--- config.mk ---
export PLATFORM = sky130hd
export DESIGN_NAME = efc_transition_scheduler_flat
export DESIGN_NICKNAME = d
export VERILOG_FILES = /design/src/rtl/efc_sched_pkg.sv /design/src/rtl/efc_transition_scheduler_if.sv /design/src/rtl/rr_pick.sv /design/src/rtl/efc_transition_scheduler.sv /design/src/flat_wrapper.sv
export SDC_FILE = /design/constraint.sdc
export NUM_CORES = 1
export LEC_CHECK = 0
export ABC_AREA = 1
export BUFFER_PORTS_ARGS = -buffer_cell sky130_fd_sc_hd__buf_2
export CAP_MARGIN = 15
export CORE_ASPECT_RATIO = 2
export CORE_UTILIZATION = 60
export CTS_CLUSTER_DIAMETER = 80
export DETAILED_ROUTE_END_ITERATION = 16
export GPL_TIMING_DRIVEN = 0
export MAX_ROUTING_LAYER = met4
export PLACE_DENSITY = 0.91
export SLEW_MARGIN = 15
export SYNTH_ARGS = -nofsm -noshare
export SYNTH_HDL_FRONTEND = slang
export SYNTH_SLANG_ARGS = --single-unit
--- constraint.sdc ---
create_clock -name clk -period 6.3 [get_ports clk]
set_input_delay 1.26 -clock clk [delete_from_list [all_inputs] [get_ports clk]]
set_output_delay 1.26 -clock clk [all_outputs]
set_load 0.02 [all_outputs]
--- src/rtl/efc_sched_pkg.sv ---
// Shared types and constants for the EFC transition scheduler.
// Reused by the scheduler top, its bus interface and sibling wrappers.
package efc_sched_pkg;

   typedef enum logic [1:0] {
      IDLE,
      FIRE,
      SETTLE
   } state_t;

   localparam int N_T_DEF = 7;
   localparam int STALL_W = 8;

endpackage

--- src/rtl/efc_transition_scheduler_if.sv ---
// Request/enable in, fire/status out, between requester and scheduler.
// master = request side, slave = scheduler side.
interface efc_transition_scheduler_if
   import efc_sched_pkg::*;
#(
   parameter int N_T   = N_T_DEF,
   parameter int CNT_W = 16
);

   localparam int IW = (N_T > 1) ? $clog2(N_T) : 1;

   logic [N_T-1:0]   req;
   logic [N_T-1:0]   en;
   logic [N_T-1:0]   fire;
   logic [IW-1:0]    fire_idx;
   logic             busy;
   logic             stall;
   logic [CNT_W-1:0] fire_cnt;

   modport master (
      output req, en,
      input  fire, fire_idx, busy, stall, fire_cnt
   );

   modport slave (
      input  req, en,
      output fire, fire_idx, busy, stall, fire_cnt
   );

endinterface

--- src/rtl/rr_pick.sv ---
// Combinational round-robin picker: first set bit of cand at or above
// ptr, wrapping cyclically. grant is one-hot or zero.
module rr_pick #(
   parameter int N  = 7,
   parameter int IW = (N > 1) ? $clog2(N) : 1
) (
   input  logic [N-1:0]  cand,
   input  logic [IW-1:0] ptr,
   output logic          any,
   output logic [IW-1:0] sel,
   output logic [N-1:0]  grant
);

   logic [IW-1:0] k;

   always_comb begin
      any   = 1'b0;
      sel   = '0;
      grant = '0;
      k     = '0;
      for (int j = 0; j < N; j++) begin
         k = IW'((int'(ptr) + j) % N);
         if (!any && cand[k]) begin
            any      = 1'b1;
            sel      = k;
            grant[k] = 1'b1;
         end
      end
   end

endmodule

--- src/rtl/efc_transition_scheduler.sv ---
// Fires at most one enabled, requested transition per slot, round-robin,
// then holds off for a settle window so FSM sync outputs can update.
module efc_transition_scheduler
   import efc_sched_pkg::*;
#(
   parameter int N_T         = N_T_DEF,
   parameter int SETTLE_CYC  = 1,
   parameter int STALL_LIMIT = 15,
   parameter int CNT_W       = 16
) (
   input logic clk,
   input logic reset,
   efc_transition_scheduler_if.slave bus
);

   localparam int IW = (N_T > 1) ? $clog2(N_T) : 1;
   localparam int SW = 4;

   state_t             state_q, state_d;
   logic [N_T-1:0]     fire_q, fire_d;
   logic [IW-1:0]      idx_q, idx_d;
   logic [IW-1:0]      ptr_q, ptr_d;
   logic [CNT_W-1:0]   cnt_q, cnt_d;
   logic [SW-1:0]      settle_q, settle_d;
   logic [STALL_W-1:0] stall_q, stall_d;

   logic [N_T-1:0] cand;
   logic [N_T-1:0] grant;
   logic [IW-1:0]  sel;
   logic           any;

   assign cand = bus.req & bus.en;

   rr_pick #(
      .N  (N_T),
      .IW (IW)
   ) u_pick (
      .cand  (cand),
      .ptr   (ptr_q),
      .any   (any),
      .sel   (sel),
      .grant (grant)
   );

   always_ff @(posedge clk) begin
      if (!reset) begin
         state_q  <= IDLE;
         fire_q   <= '0;
         idx_q    <= '0;
         ptr_q    <= '0;
         cnt_q    <= '0;
         settle_q <= '0;
         stall_q  <= '0;
      end else begin
         state_q  <= state_d;
         fire_q   <= fire_d;
         idx_q    <= idx_d;
         ptr_q    <= ptr_d;
         cnt_q    <= cnt_d;
         settle_q <= settle_d;
         stall_q  <= stall_d;
      end
   end

   always_comb begin
      state_d  = state_q;
      fire_d   = '0;
      idx_d    = idx_q;
      ptr_d    = ptr_q;
      cnt_d    = cnt_q;
      settle_d = settle_q;
      stall_d  = '0;
      unique case (state_q)
         IDLE: begin
            if (any) begin
               state_d = FIRE;
               fire_d  = grant;
               idx_d   = sel;
            end else if (|bus.req) begin
               // saturate so a long block cannot wrap stall back low
               stall_d = (stall_q == '1) ? stall_q : stall_q + 1'b1;
            end
         end
         FIRE: begin
            state_d  = SETTLE;
            ptr_d    = (idx_q == IW'(N_T - 1)) ? '0 : idx_q + 1'b1;
            cnt_d    = cnt_q + 1'b1;
            settle_d = SW'(SETTLE_CYC - 1);
         end
         SETTLE: begin
            if (settle_q == '0) state_d = IDLE;
            else settle_d = settle_q - 1'b1;
         end
         default: state_d = IDLE;
      endcase
   end

   assign bus.fire     = fire_q;
   assign bus.fire_idx = idx_q;
   assign bus.busy     = (state_q != IDLE);
   assign bus.stall    = (stall_q >= STALL_W'(STALL_LIMIT));
   assign bus.fire_cnt = cnt_q;

endmodule

--- src/flat_wrapper.sv ---
// flat-port wrapper written by rule: the top's interface ports become plain ports
module efc_transition_scheduler_flat import efc_sched_pkg::*;
#(
   parameter int N_T         = N_T_DEF,
   parameter int SETTLE_CYC  = 1,
   parameter int STALL_LIMIT = 15,
   parameter int CNT_W       = 16
)
  (clk, reset, bus_req, bus_en, bus_fire, bus_fire_idx, bus_busy, bus_stall, bus_fire_cnt);
  efc_transition_scheduler_if #(.N_T(N_T), .CNT_W(CNT_W)) bus_i ();
  input logic clk;
  input logic reset;
  input wire logic [$bits(bus_i.req)-1:0] bus_req;
  input wire logic [$bits(bus_i.en)-1:0] bus_en;
  output wire logic [$bits(bus_i.fire)-1:0] bus_fire;
  output wire logic [$bits(bus_i.fire_idx)-1:0] bus_fire_idx;
  output wire logic [$bits(bus_i.busy)-1:0] bus_busy;
  output wire logic [$bits(bus_i.stall)-1:0] bus_stall;
  output wire logic [$bits(bus_i.fire_cnt)-1:0] bus_fire_cnt;
  assign bus_i.req = bus_req;
  assign bus_i.en = bus_en;
  assign bus_fire = bus_i.fire;
  assign bus_fire_idx = bus_i.fire_idx;
  assign bus_busy = bus_i.busy;
  assign bus_stall = bus_i.stall;
  assign bus_fire_cnt = bus_i.fire_cnt;
  efc_transition_scheduler #(.N_T(N_T), .SETTLE_CYC(SETTLE_CYC), .STALL_LIMIT(STALL_LIMIT), .CNT_W(CNT_W)) u_core (.clk(clk), .reset(reset), .bus(bus_i));
endmodule
==> results.cfg <==
[run_status]
outcome = finished, final reports clean

[setup_path]
start_kind = flop
ff2ff_path_depth = 22
worstSetupPathType = reg -> reg
critPathMaxFanout = 10
crit_arrival_ns = 4.42
cp_data_required_time_ns = 6.48
end_kind = flop

[global_routing]
grt_pass1_vias = 4672
grt_start_max_net_pins = 15
overflow = 0
track_usage = 0.398
antenna_found_initial = 0
grt_first_pass_wirelength_um = 21100

[floorplan]
die_height_um = 120
coreArea_mm2 = 0.00667
dieArea_mm2 = 0.00728
die_w_um = 60.8
start_util = 0.622
rows = 42
num_io_pins = 44

[sta]
hold_viol = 0
drv_slew = 0
rsz0062_at_grt = no
clock_skew_ns = 0.00920
worst_pin_slew_ns = 0.725
fin_crit_sh = 0.674
setup_viol = 0
max_freq_ghz = 0.236
relSlewSlack = 0.510
period_needed_ns = 4.24
setup_tns_ns = 0
worst_slack_ns = 2.06

[clocking]
post_cts_resize_count = 0
hold_buffers = 0
cts.clk_slew.worst_paths_ns = 0.07
clockBufferDepth = 2
cts_num_sinks = 43
cts_htree_levels = 2
tritoncts = yes
numCtsBuffers = 5
worstSkewPairLatency_ns = 0.30
post_cts_buffers = 0
cts_root_buffer = clkbuf_16

[route]
dr.pass1.iters = 6
initialDrtViolationCount = 285
vias_per_cell = 5.72
routedWlPerCell_um = 15.3
drc = 0
vias = 4680
wirelength_um = 12500
ant_nets = 0

[yosys]
synth_top_area_share = 0.207
postSynthAreaPerCell_um2 = 6.12
ys.flop_type = dfxtp_1
synth_commonest_cells = nand2_1, inv_1, nor2_1, nand3_1, dfxtp_1
yosysTopAreaCell = dfxtp_1
synth.area.top_cells = dfxtp_1, nand2_1, inv_1, nor2_1, ha_1
ys_ff_latch = 43
yosysWarningCount = 0
ys_types = 43
synth-edff-count = 0
syn_inst = 679
seq_area_frac_synth = 0.207
synthMostInstantiatedCell = nand2_1
asyncSetResetFlopFracSynth = 0
syn_area_mm2 = 0.00415
syn-num-nets = 720

[min_path]
hold_depth = 1
hold_path.class = reg -> reg

[layout]
syn_to_final_growth_pct = 11.9
fillers = 638
antennaDiodeCount = 0
final_nets = 770
drive_gt1_frac = 0.184

[run]
drv_cap = 0

[place]
port_buffers = 43
gp_congestion = 0.997
dp_hpwl_um = 9910
dp_slack_ns = 2.24

[pwr]
peakVddDrop_mv = 0.373
power_density_mw_per_mm2 = 498
leakage_nw = 2.34
metal layers:
layer | wire (µm) | part of all wire | vias to the layer above | GRT usage
met5 | 0 | 0 | - | -
met4 | 957 | 0.076 | 0 | 0.287
met3 | 618 | 0.049 | 82 | 0.0765
met2 | 6650 | 0.53 | 206 | 0.688
met1 | 4280 | 0.34 | 2104 | 0.367
li1 | - | - | 2288 | -
worst max-delay path, stage by stage (launching register included):
cell	delay [ns]
dfxtp_1	0.62
ha_1	0.30
inv_1	0.11
ha_1	0.33
inv_1	0.06
ha_1	0.19
ha_1	0.27
nor3_1	0.18
nand2_1	0.09
nand2_2	0.13
o21ai_1	0.07
nand2_1	0.10
inv_1	0.07
nor2_1	0.21
nand2_1	0.09
nand2_1	0.09
nor2_1	0.08
nand2_1	0.21
o22ai_1	0.10
a21oi_1	0.42
nand3_1	0.15
nor2_1	0.16
a21oi_1	0.08
kinds of logic after synthesis:
family          Yosys count  synth area share
buf+inv                 109             0.103
xor+xnor                  8            0.0169
fa+ha+maj                25            0.0753
flops                    43             0.207
compound gates           96             0.133
simple gates            398             0.464
cell type report:
class                      count  area (µm²)  share of cell area
multi-input combinational    527        2870               0.616
timing repair buffer          43         215              0.0463
buffer                         5        35.0             0.00754
inverter                     104         393              0.0845
clock buffer                   5         125              0.0269
tap                           88         110              0.0237
sequential                    43         861               0.185
clock inverter                 3        43.8             0.00942
layout by cell type (no fill, tap or decap), types with 25 or more instances in the layout:
| cell | netlist | layout |
|---|---|---|
| ha_1 | 25 | 25 |
| nand3_1 | 56 | 56 |
| inv_1 | 88 | 88 |
| nor2_1 | 88 | 88 |
| o21ai_0 | 27 | 27 |
| dfxtp_1 | 43 | 43 |
| nand2_2 | 25 | 25 |
| buf_2 | 1 | 44 |
| nand2_1 | 170 | 170 |
| a21oi_1 | 39 | 39 |
power breakdown:
part	switching [mW]	internal (mW)	leakage, nW
sequential	0.0359	0.311	0.348
combinational	1.19	0.476	1.91
clock	0.114	0.187	0.0838
final timing paths:
check	start	end	slack, ns
setup reg to reg	u_core.ptr_q[1]	u_core.bus.fire_idx[0]	2.06
hold / removal	u_core.bus.fire_cnt[15]	u_core.bus.fire_cnt[15]	0.46
setup / recovery	u_core.ptr_q[1]	u_core.bus.fire_idx[0]	2.06
hold reg to reg	u_core.bus.fire_cnt[15]	u_core.bus.fire_cnt[15]	0.46
state kept, by name, summed over array words and instances (netlist names):
register	flops
u_core.ptr_q	3
u_core.settle_q	4
u_core.stall_q	8
u_core.state_q	2
u_core.bus.fire	7
u_core.bus.fire_cnt	16
u_core.bus.fire_idx	3
per-stage QoR:
step / area, µm² / util / std cells / power [mW] / hold slack [ns]
floorplan: 4150 / - / 679 / 1.58 / 0.426
global placement: 4480 / 0.671 / 810 / 1.92 / 0.433
detailed placement: 4480 / 0.671 / 810 / 1.95 / 0.461
CTS: 4650 / 0.696 / 818 / 2.26 / 0.471
global route: 4650 / 0.696 / 818 / 2.50 / 0.495
finish: 4650 / 0.696 / 818 / 2.31 / 0.461
Power figures use the tool's default switching activity.
